File: config.mk
export PLATFORM = sky130hd
export DESIGN_NAME = rst_seq
export DESIGN_NICKNAME = d
export VERILOG_FILES = /design/src/rtl/rst_seq_pkg.sv /design/src/rtl/rst_seq_sync.sv /design/src/rtl/rst_seq.sv
export SDC_FILE = /design/constraint.sdc
export NUM_CORES = 1
export LEC_CHECK = 0
export BUFFER_PORTS_ARGS = -buffer_cell sky130_fd_sc_hd__buf_2
export CORE_ASPECT_RATIO = 2
export CORE_UTILIZATION = 53
export DETAILED_ROUTE_END_ITERATION = 7
export PLACE_DENSITY = 0.83
export SYNTH_ARGS = -nofsm -noshare
export SYNTH_HDL_FRONTEND = slang
export SYNTH_SLANG_ARGS = --single-unit
File: constraint.sdc
create_clock -name clk -period 2.25 [get_ports clk]
set_input_delay 0.225 -clock clk [delete_from_list [all_inputs] [get_ports clk]]
set_output_delay 0.225 -clock clk [all_outputs]
set_load 0.02 [all_outputs]
File: src/rtl/rst_seq_pkg.sv
// rst_seq_pkg: shared definitions for the reset release sequencer.
//   state_e    - FSM state encoding (SYNC, DELAY, WAIT_ACK, DONE, FAULT)
//   clog2      - ceiling log2 for sizing counters and indices
//   clog2_min1 - clog2 clamped to at least one bit, for vector widths
package rst_seq_pkg;

    typedef enum logic [2:0] {
        ST_SYNC     = 3'd0,
        ST_DELAY    = 3'd1,
        ST_WAIT_ACK = 3'd2,
        ST_DONE     = 3'd3,
        ST_FAULT    = 3'd4
    } state_e;

    function automatic int clog2(input int value);
        int result;
        int v;
        result = 0;
        v      = value - 1;
        while (v > 0) begin
            result = result + 1;
            v      = v >> 1;
        end
        return result;
    endfunction

    function automatic int clog2_min1(input int value);
        return (clog2(value) < 1) ? 1 : clog2(value);
    endfunction

endpackage

File: src/rtl/rst_seq_sync.sv
// rst_seq_sync: W-bit two-flop synchronizer with asynchronous clear.
//   clk_i - destination clock
//   clr_i - asynchronous active-high clear; both flop stages go to zero
//   d_i   - asynchronous input bits
//   q_o   - synchronized output, two clk_i edges after d_i is sampled
module rst_seq_sync #(
    parameter int W = 1
) (
    input  logic         clk_i,
    input  logic         clr_i,
    input  logic [W-1:0] d_i,
    output logic [W-1:0] q_o
);

    logic [W-1:0] meta_q;
    logic [W-1:0] sync_q;

    always_ff @(posedge clk_i or posedge clr_i) begin
        if (clr_i) begin
            meta_q <= '0;
            sync_q <= '0;
        end else begin
            meta_q <= d_i;
            sync_q <= meta_q;
        end
    end

    assign q_o = sync_q;

endmodule

File: src/rtl/rst_seq.sv
// rst_seq: multi-stage reset release sequencer.
// Holds NUM_STAGES downstream resets asserted, then releases them one at a
// time in index order, waiting for each stage's acknowledge before the next.
// A lost acknowledge or an acknowledge timeout latches a fault that
// re-asserts every stage until async_rst is asserted again.
//   clk         - single clock, rising edge
//   async_rst   - asynchronous active-high reset, release synchronized inside
//   stage_ack   - per-stage ready/locked, asynchronous, synchronized inside
//   stage_rst   - per-stage active-high reset, bit 0 released first
//   seq_done    - all stages released and acknowledged
//   seq_fault   - latched fault flag
//   fault_stage - index of the stage that caused the fault
//   dbg_state_o - current FSM state
module rst_seq
    import rst_seq_pkg::*;
#(
    parameter int NUM_STAGES  = 4,
    parameter int STAGE_DELAY = 16,
    parameter int ACK_TIMEOUT = 1024
) (
    input  logic                                  clk,
    input  logic                                  async_rst,
    input  logic [NUM_STAGES-1:0]                 stage_ack,
    output logic [NUM_STAGES-1:0]                 stage_rst,
    output logic                                  seq_done,
    output logic                                  seq_fault,
    output logic [clog2_min1(NUM_STAGES)-1:0]     fault_stage,
    output state_e                                dbg_state_o
);

    localparam int KW = clog2_min1(NUM_STAGES);
    localparam int DW = clog2_min1(STAGE_DELAY + 1);
    localparam int TW = clog2_min1(ACK_TIMEOUT + 1);

    // Counters start at zero on the edge that enters their state, so the
    // terminal event happens when the count reaches its limit minus one.
    localparam logic [DW-1:0] DLY_LAST = DW'(STAGE_DELAY - 1);
    localparam logic [TW-1:0] TMO_LAST = TW'((ACK_TIMEOUT == 0) ? 0 : ACK_TIMEOUT - 1);
    localparam logic [KW-1:0] K_LAST   = KW'(NUM_STAGES - 1);

    state_e                  state_q, state_d;
    logic [KW-1:0]           k_q, k_d;
    logic [DW-1:0]           dcnt_q, dcnt_d;
    logic [TW-1:0]           tcnt_q, tcnt_d;
    logic [NUM_STAGES-1:0]   stage_rst_q, stage_rst_d;
    logic [KW-1:0]           fault_stage_q, fault_stage_d;

    logic                    rst_rel;
    logic [NUM_STAGES-1:0]   ack_s;
    logic                    lost;
    logic [KW-1:0]           lost_idx;

    // Constant-one input: the synchronized copy rises two edges after
    // async_rst falls and clears immediately when it rises.
    rst_seq_sync #(.W(1)) u_rst_sync (
        .clk_i (clk),
        .clr_i (async_rst),
        .d_i   (1'b1),
        .q_o   (rst_rel)
    );

    rst_seq_sync #(.W(NUM_STAGES)) u_ack_sync (
        .clk_i (clk),
        .clr_i (async_rst),
        .d_i   (stage_ack),
        .q_o   (ack_s)
    );

    // Ack-loss detection: stages below k while sequencing, every stage once
    // done. Scanning from the top down leaves the lowest dropped index.
    always_comb begin
        lost     = 1'b0;
        lost_idx = '0;
        for (int j = NUM_STAGES - 1; j >= 0; j--) begin
            if (!ack_s[j] &&
                ((state_q == ST_DONE) ||
                 (((state_q == ST_DELAY) || (state_q == ST_WAIT_ACK)) && (j < int'(k_q))))) begin
                lost     = 1'b1;
                lost_idx = KW'(j);
            end
        end
    end

    always_ff @(posedge clk or posedge async_rst) begin
        if (async_rst) begin
            state_q       <= ST_SYNC;
            k_q           <= '0;
            dcnt_q        <= '0;
            tcnt_q        <= '0;
            stage_rst_q   <= '1;
            fault_stage_q <= '0;
        end else begin
            state_q       <= state_d;
            k_q           <= k_d;
            dcnt_q        <= dcnt_d;
            tcnt_q        <= tcnt_d;
            stage_rst_q   <= stage_rst_d;
            fault_stage_q <= fault_stage_d;
        end
    end

    always_comb begin
        state_d       = state_q;
        k_d           = k_q;
        dcnt_d        = dcnt_q;
        tcnt_d        = tcnt_q;
        stage_rst_d   = stage_rst_q;
        fault_stage_d = fault_stage_q;

        case (state_q)
            ST_SYNC: begin
                if (rst_rel) begin
                    state_d = ST_DELAY;
                    dcnt_d  = '0;
                end
            end

            ST_DELAY: begin
                // Ack loss takes priority over the release.
                if (lost) begin
                    state_d       = ST_FAULT;
                    stage_rst_d   = '1;
                    fault_stage_d = lost_idx;
                end else if (dcnt_q == DLY_LAST) begin
                    stage_rst_d[k_q] = 1'b0;
                    state_d          = ST_WAIT_ACK;
                    tcnt_d           = '0;
                end else if (dcnt_q != '1) begin
                    dcnt_d = dcnt_q + 1'b1;
                end
            end

            ST_WAIT_ACK: begin
                // Priority: earlier-stage loss, then ack, then timeout, so an
                // ack arriving on the final allowed edge is still accepted.
                if (lost) begin
                    state_d       = ST_FAULT;
                    stage_rst_d   = '1;
                    fault_stage_d = lost_idx;
                end else if (ack_s[k_q]) begin
                    if (k_q == K_LAST) begin
                        state_d = ST_DONE;
                    end else begin
                        k_d     = k_q + 1'b1;
                        dcnt_d  = '0;
                        state_d = ST_DELAY;
                    end
                end else if ((ACK_TIMEOUT != 0) && (tcnt_q == TMO_LAST)) begin
                    state_d       = ST_FAULT;
                    stage_rst_d   = '1;
                    fault_stage_d = k_q;
                end else if (tcnt_q != '1) begin
                    tcnt_d = tcnt_q + 1'b1;
                end
            end

            ST_DONE: begin
                if (lost) begin
                    state_d       = ST_FAULT;
                    stage_rst_d   = '1;
                    fault_stage_d = lost_idx;
                end
            end

            ST_FAULT: begin
                // Held until async_rst; no automatic retry.
            end

            default: begin
                state_d = ST_SYNC;
            end
        endcase
    end

    assign stage_rst   = stage_rst_q;
    assign seq_done    = (state_q == ST_DONE);
    assign seq_fault   = (state_q == ST_FAULT);
    assign fault_stage = fault_stage_q;
    assign dbg_state_o = state_q;

endmodule

Yosys cells after proc, flatten, opt, wreduce, memory -nomap -nowiden
Index checks and enable logic that the tools add are counted.
W data, S select, Z words.
Operators by class
  eq/ne operators: 26
  $lt $le $gt $ge: 5
  reductions and logical operators: 28
  bitwise logic cells: 5
  muxes and demuxes: 48
  add/subtract/negate cells: 3
Operators by type and width (count)
  $mux W11: 6
  $mux W5: 7
  $mux W4: 6
  $pmux W11 S2: 1
  $mux W3: 7
  $mux W2: 9
  $pmux W3 S5: 1
  $pmux W5 S3: 1
  $ne A2 B1 Y1 const B: 7
  $ne A2 B2 Y1 const B: 6
  $pmux W4 S3: 1
  $add A11 B1 Y11 const B: 1
  $eq A11 B10 Y1 const B: 1
  $ne A11 B11 Y1 const B: 1
  $reduce_and A5 Y1: 2
  $logic_and A1 B1 Y1: 8
  $reduce_and A4 Y1: 2
  $reduce_and A8 Y1: 1
  $reduce_and A7 Y1: 1
  $eq A3 B2 Y1 const B: 2
  $mux W1: 6
  $ne A3 B2 Y1 const B: 2
  $reduce_bool A3 Y1: 2
  $add A5 B1 Y5 const B: 1
  23 further kinds: 33
Word-level totals
  output and inout bits: 11
  flip-flop bits (word level): 37

Logic depth before layout (Yosys ltp)
  word-level depth: 10
  mapped depth: 8
  gate-level depth less buffers: 8

Modules after synthesis
Synthesis repeated with hierarchy kept, for this count alone.
Unflattened totals
  cell total of the unflattened synthesis: 193
  area, all modules: 1930.6 um^2
Modules (own cells, without submodules)
  rst_seq: cells an instance 181, sequential area each 680.7 um^2, area each 1672.9 um^2, instances 1
  rst_seq_sync (u_ack_sync): cells an instance 9, sequential area each 200.2 um^2, area each 203.9 um^2, instances 1
  rst_seq_sync (u_rst_sync): cells an instance 3, sequential area each 50.0 um^2, area each 53.8 um^2, instances 1

Worst setup path after synthesis
OpenSTA, ideal clock, no wires.
  kind: reg-to-reg
  start point: reg dcnt_q[0]
  end point: reg dcnt_q[1]
  slack: 0.072 ns
  cell stages (with the launch flop): 8
  data arrival time: 2.096 ns
  cells stage by stage: dfrtp_1 -> ha_1 -> and3_1 -> ha_1 -> or4b_1 -> a21o_1 -> or3_1 -> o22ai_1
On the way
  word-level cells in the longest chain between the ends: 5
RTL lines
  from (decl): line rst_seq.sv:43  | logic [DW-1:0] dcnt_q, dcnt_d;
  from (signal assigned): line rst_seq.sv:95  | dcnt_q <= dcnt_d;
  $add A5 B1 Y5: line rst_seq.sv:129  | dcnt_d = dcnt_q + 1'b1;
  $mux W5: line rst_seq.sv:128  | end else if (dcnt_q != '1) begin
  $mux W5: line rst_seq.sv:124  | end else if (dcnt_q == DLY_LAST) begin
  $mux W5: line rst_seq.sv:120  | if (lost) begin
  $pmux W5 S3: line rst_seq.sv:110  | case (state_q)
Several ways; a longest one is shown, not always the timed one. The select of a mux whose other input is x is not followed.
A chain may end at the register's enable or synchronous reset.

Final worst setup path
  start point: reg k_q[0]
  end point: reg k_q[1]
On the way
  word-level cells in the longest chain between the ends: 9
RTL lines
  from (decl): line rst_seq.sv:42  | logic [KW-1:0] k_q, k_d;
  from (signal assigned): line rst_seq.sv:94  | k_q <= k_d;
  $lt A2 B2 Y1: line rst_seq.sv:77  | (((state_q == ST_DELAY) || (state_q == ST_WAIT_ACK)) && (j < int'(k_q))))) begin
  $logic_and A1 B1 Y1: line rst_seq.sv:77
  $logic_or A1 B1 Y1: line rst_seq.sv:76  | ((state_q == ST_DONE) ||
  $logic_and A1 B1 Y1: line rst_seq.sv:75  | if (!ack_s[j] &&
  $mux W1 (3 in a row): line rst_seq.sv:75
  $not A1 Y1 (no line)
  $reduce_and A4 Y1 (no line)
Several ways; a longest one is shown, not always the timed one. The select of a mux whose other input is x is not followed.

==> impl_metrics.yaml <==
power:
  combPwrFrac: 0.479
  p_clk_frac: 0.182
  seqPwrFrac: 0.339
  netSwitchingFraction: 0.372
  power.internal_mw: 1.57
  total_power_mw: 2.50
  powerDensity_nw_per_um2: 883
  power.leakage_nw: 1.31
  p_switching_mw: 0.931
  ir_worst_vdd_uv: 595
floorplanning:
  coreArea_um2: 3840
  die_x_um: 47.0
  rows: 32
  io_pins: 17
  dieArea_um2: 4320
  initial_core_util: 0.558
  die-height_um: 92.0
cts:
  cts_tree: "built"
  ctsHoldBuffers: 0
  path_clk_slew_ps: 80
  htree_num_levels: 2
  cts_root_buf: "clkbuf_8"
  cts_sinks: 37
  cts_buffers: 5
  clk_latency_ps: 300
  cts_max_path_buffers: 2
routing:
  vias_per_cell: 5.99
  wirelength_um: 6260
  wl_per_cell_um: 19.6
  drc_errors: 0
  drtIter0Drc: 85
  num_vias: 1912
  postRouteAntennaNets: 0
  firstDrtPassIters: 4
sta:
  period_minus_slack_ps: 2390
  maxSlewHeadroom: 0.653
  finalSetupViolations: 5
  setup_tns_ps: -277
  rsz0062_at_grt: "true"
  setup_slack_ps: -142
  slew_violations: 0
  fmax_ghz: 0.418
  fin_skew_ps: 10.8
  fin_crit_sh: 1.06
  worst_pin_slew_ps: 514
  hold_viol_final: 0
logic_synthesis:
  synthArstFlopShare: 1.00
  synth.distinct_cells: 60
  synth_largest_area_cell: "dfrtp_1"
  ys_ff_latch: 37
  syn_avg_cell_area_um2: 10.3
  syn_nets: 223
  synth-edff-count: 0
  ys.warnings.count: 0
  synth_top_flop_cell: "dfrtp_1"
  yosysSeqAreaShare: 0.434
  ys_top_cells_by_area: "dfrtp_1 39%, ha_1 5.3%, dfstp_2 4.9%, inv_1 4.0%, mux2i_1 3.3%"
  synthesis.area_um2: 2140
  synth_top_area_frac: 0.385
  syn_inst: 208
global_route:
  grt_overflow_total: 0
  grt_start_max_net_pins: 38
  grt_pass1_vias: 1940
  antenna_found_initial: 0
  grt_use_total: 0.312
  grt_pass1_wl_um: 9410
cells_and_area:
  final_nets: 282
  fillers: 260
  drive_gt1_frac: 0.410
  area_delta_synth_final_pct: 32.0
  antenna_cells: 0
  final_core_utilization: 0.737
critical_path:
  critical_path_required_ps: 2440
  worstSetupStartpointType: "register"
  timing.critical_path.arrival_ps: 2580
  path_cells: "ha_2 -> maj3_2 -> a2bb2oi_4 -> buf_4 -> o2111ai_2 -> nor2_2 -> mux2_2"
  path_max_fanout: 5
  critPathCaptureType: "register"
  crit_family: "adder cells"
  slowest_delay_ps: 470
  crit_buf_inv: 1
  cp_slowest_cell: "dfrtp_2"
  worst-setup-path-type: "register to register"
worst_hold_path:
  hp-class: "input pin to asynchronous set/reset pin"
placement:
  portBuffers: 16
  place.gp.congestion: 0.850
  dpl.hpwl_um: 3580
  pre_cts_ws_ps: -75.4
flow_run:
  maxCapViolCount: 0
status:
  outcome: "complete, but fails checks"
  violations: "setup timing"
flip-flops by register name, summed over array words and instances, names as in the netlist:
name,cells
dbg_state_o,3
tcnt_q,11
u_ack_sync.meta_q,4
u_rst_sync.q_o,1
fault_stage,2
u_ack_sync.q_o,4
stage_rst,4
k_q,2
dcnt_q,5
u_rst_sync.meta_q,1
path summary, 6_finish.rpt:
kind / slack, ps / endpoint / cells past startpoint / from
max reg2reg: -140 / k_q[1]$_DFFE_PP0P_ / 7 / k_q[0]$_DFFE_PP0P_
min reg2reg: 360 / u_ack_sync.q_o[0]$_DFF_PP0_ / 0 / u_ack_sync.meta_q[0]$_DFF_PP0_
max: -140 / k_q[1]$_DFFE_PP0P_ / 7 / k_q[0]$_DFFE_PP0P_
min: 30 / dbg_state_o[0]$_DFFE_PP0P_ / 3 / async_rst
min in group clk: 30 / u_ack_sync.meta_q[0]$_DFF_PP0_ / 1 / stage_ack[0]
max in group asynchronous: 1850 / stage_rst[0]$_DFFE_PP1P_ / 3 / async_rst
synth_stat cells (all sizes together) (5+ instances only):
| master | count |
|---|---|
| buf | 6 |
| dfrtp | 33 |
| o21ai | 10 |
| nand3 | 6 |
| and2 | 5 |
| ha | 9 |
| inv | 23 |
| nand2 | 15 |
| nand2b | 7 |
| mux2i | 7 |
power by group through the flow:
stage	Sequential, mW	Combinational, mW	Clock [mW]
floorplan	0.852	0.526	0
global placement	0.841	0.799	0
detailed placement	0.845	0.823	0
CTS	0.834	1.02	0.453
global route	0.859	1.27	0.491
finish	0.848	1.20	0.455
area by class of cell:
| cell class | count | area [um^2] | share of cell area |
|---|---|---|---|
| flip-flops and latches | 37 | 935 | 0.330 |
| multi-input cells | 139 | 1210 | 0.427 |
| clock buffers | 8 | 80.1 | 0.0283 |
| inverters | 23 | 86.3 | 0.0305 |
| repair buffers | 61 | 457 | 0.161 |
| well taps | 51 | 63.8 | 0.0225 |
tightest hold or removal path, cell delays in order:
cell and delay [ps]:
buf_2 90, inv_1 40, buf_4 410
placed cells by master (no fill, tap or decap), types with 5 or more instances in the layout:
master / count
o21ai_0: 10
buf_2: 15
buf_4: 41
nand2_1: 15
mux2i_1: 7
nand3_1: 6
inv_1: 22
dfrtp_1: 30
clkbuf_8: 5
nand2b_1: 7
metrics by stage:
| step | std cells | area [um^2] | hold slack (ps) |
|---|---|---|---|
| finish | 319 | 2830 | 25.2 |
| global route | 319 | 2830 | 34.8 |
| floorplan | 208 | 2140 | 256 |
| global placement | 294 | 2460 | 332 |
| detailed placement | 294 | 2460 | 336 |
| CTS | 314 | 2720 | 37.4 |
layer usage:
layer,wire (um),up-vias,track usage
li1,-,863,-
met1,2240,967,0.322
met2,3560,62,0.512
met3,197,20,0.0866
met4,254,0,0.202
met5,0,-,0
kinds of logic (layout without fill, tap and decap cells):
group | after synthesis | count (layout) | share of synthesized area
flip-flops | 37 | 37 | 0.434
other | 1 | 1 | 0.00175
AO/OA/AOI/OAI | 52 | 52 | 0.202
buffers and inverters | 32 | 92 | 0.0653
XOR/XNOR | 2 | 2 | 0.00817
multiplexers | 10 | 10 | 0.0554
AND/OR/NAND/NOR | 64 | 64 | 0.176
adder cells (fa/ha/maj) | 10 | 10 | 0.0578
what timing repair did:
action / CTS / global route
pin swaps: 9 / 7
gates resized for setup: 21 / 18
endpoints found under the setup margin: 16 / 24
setup buffers: 13 / 5
(Power assumes the default switching activity.)
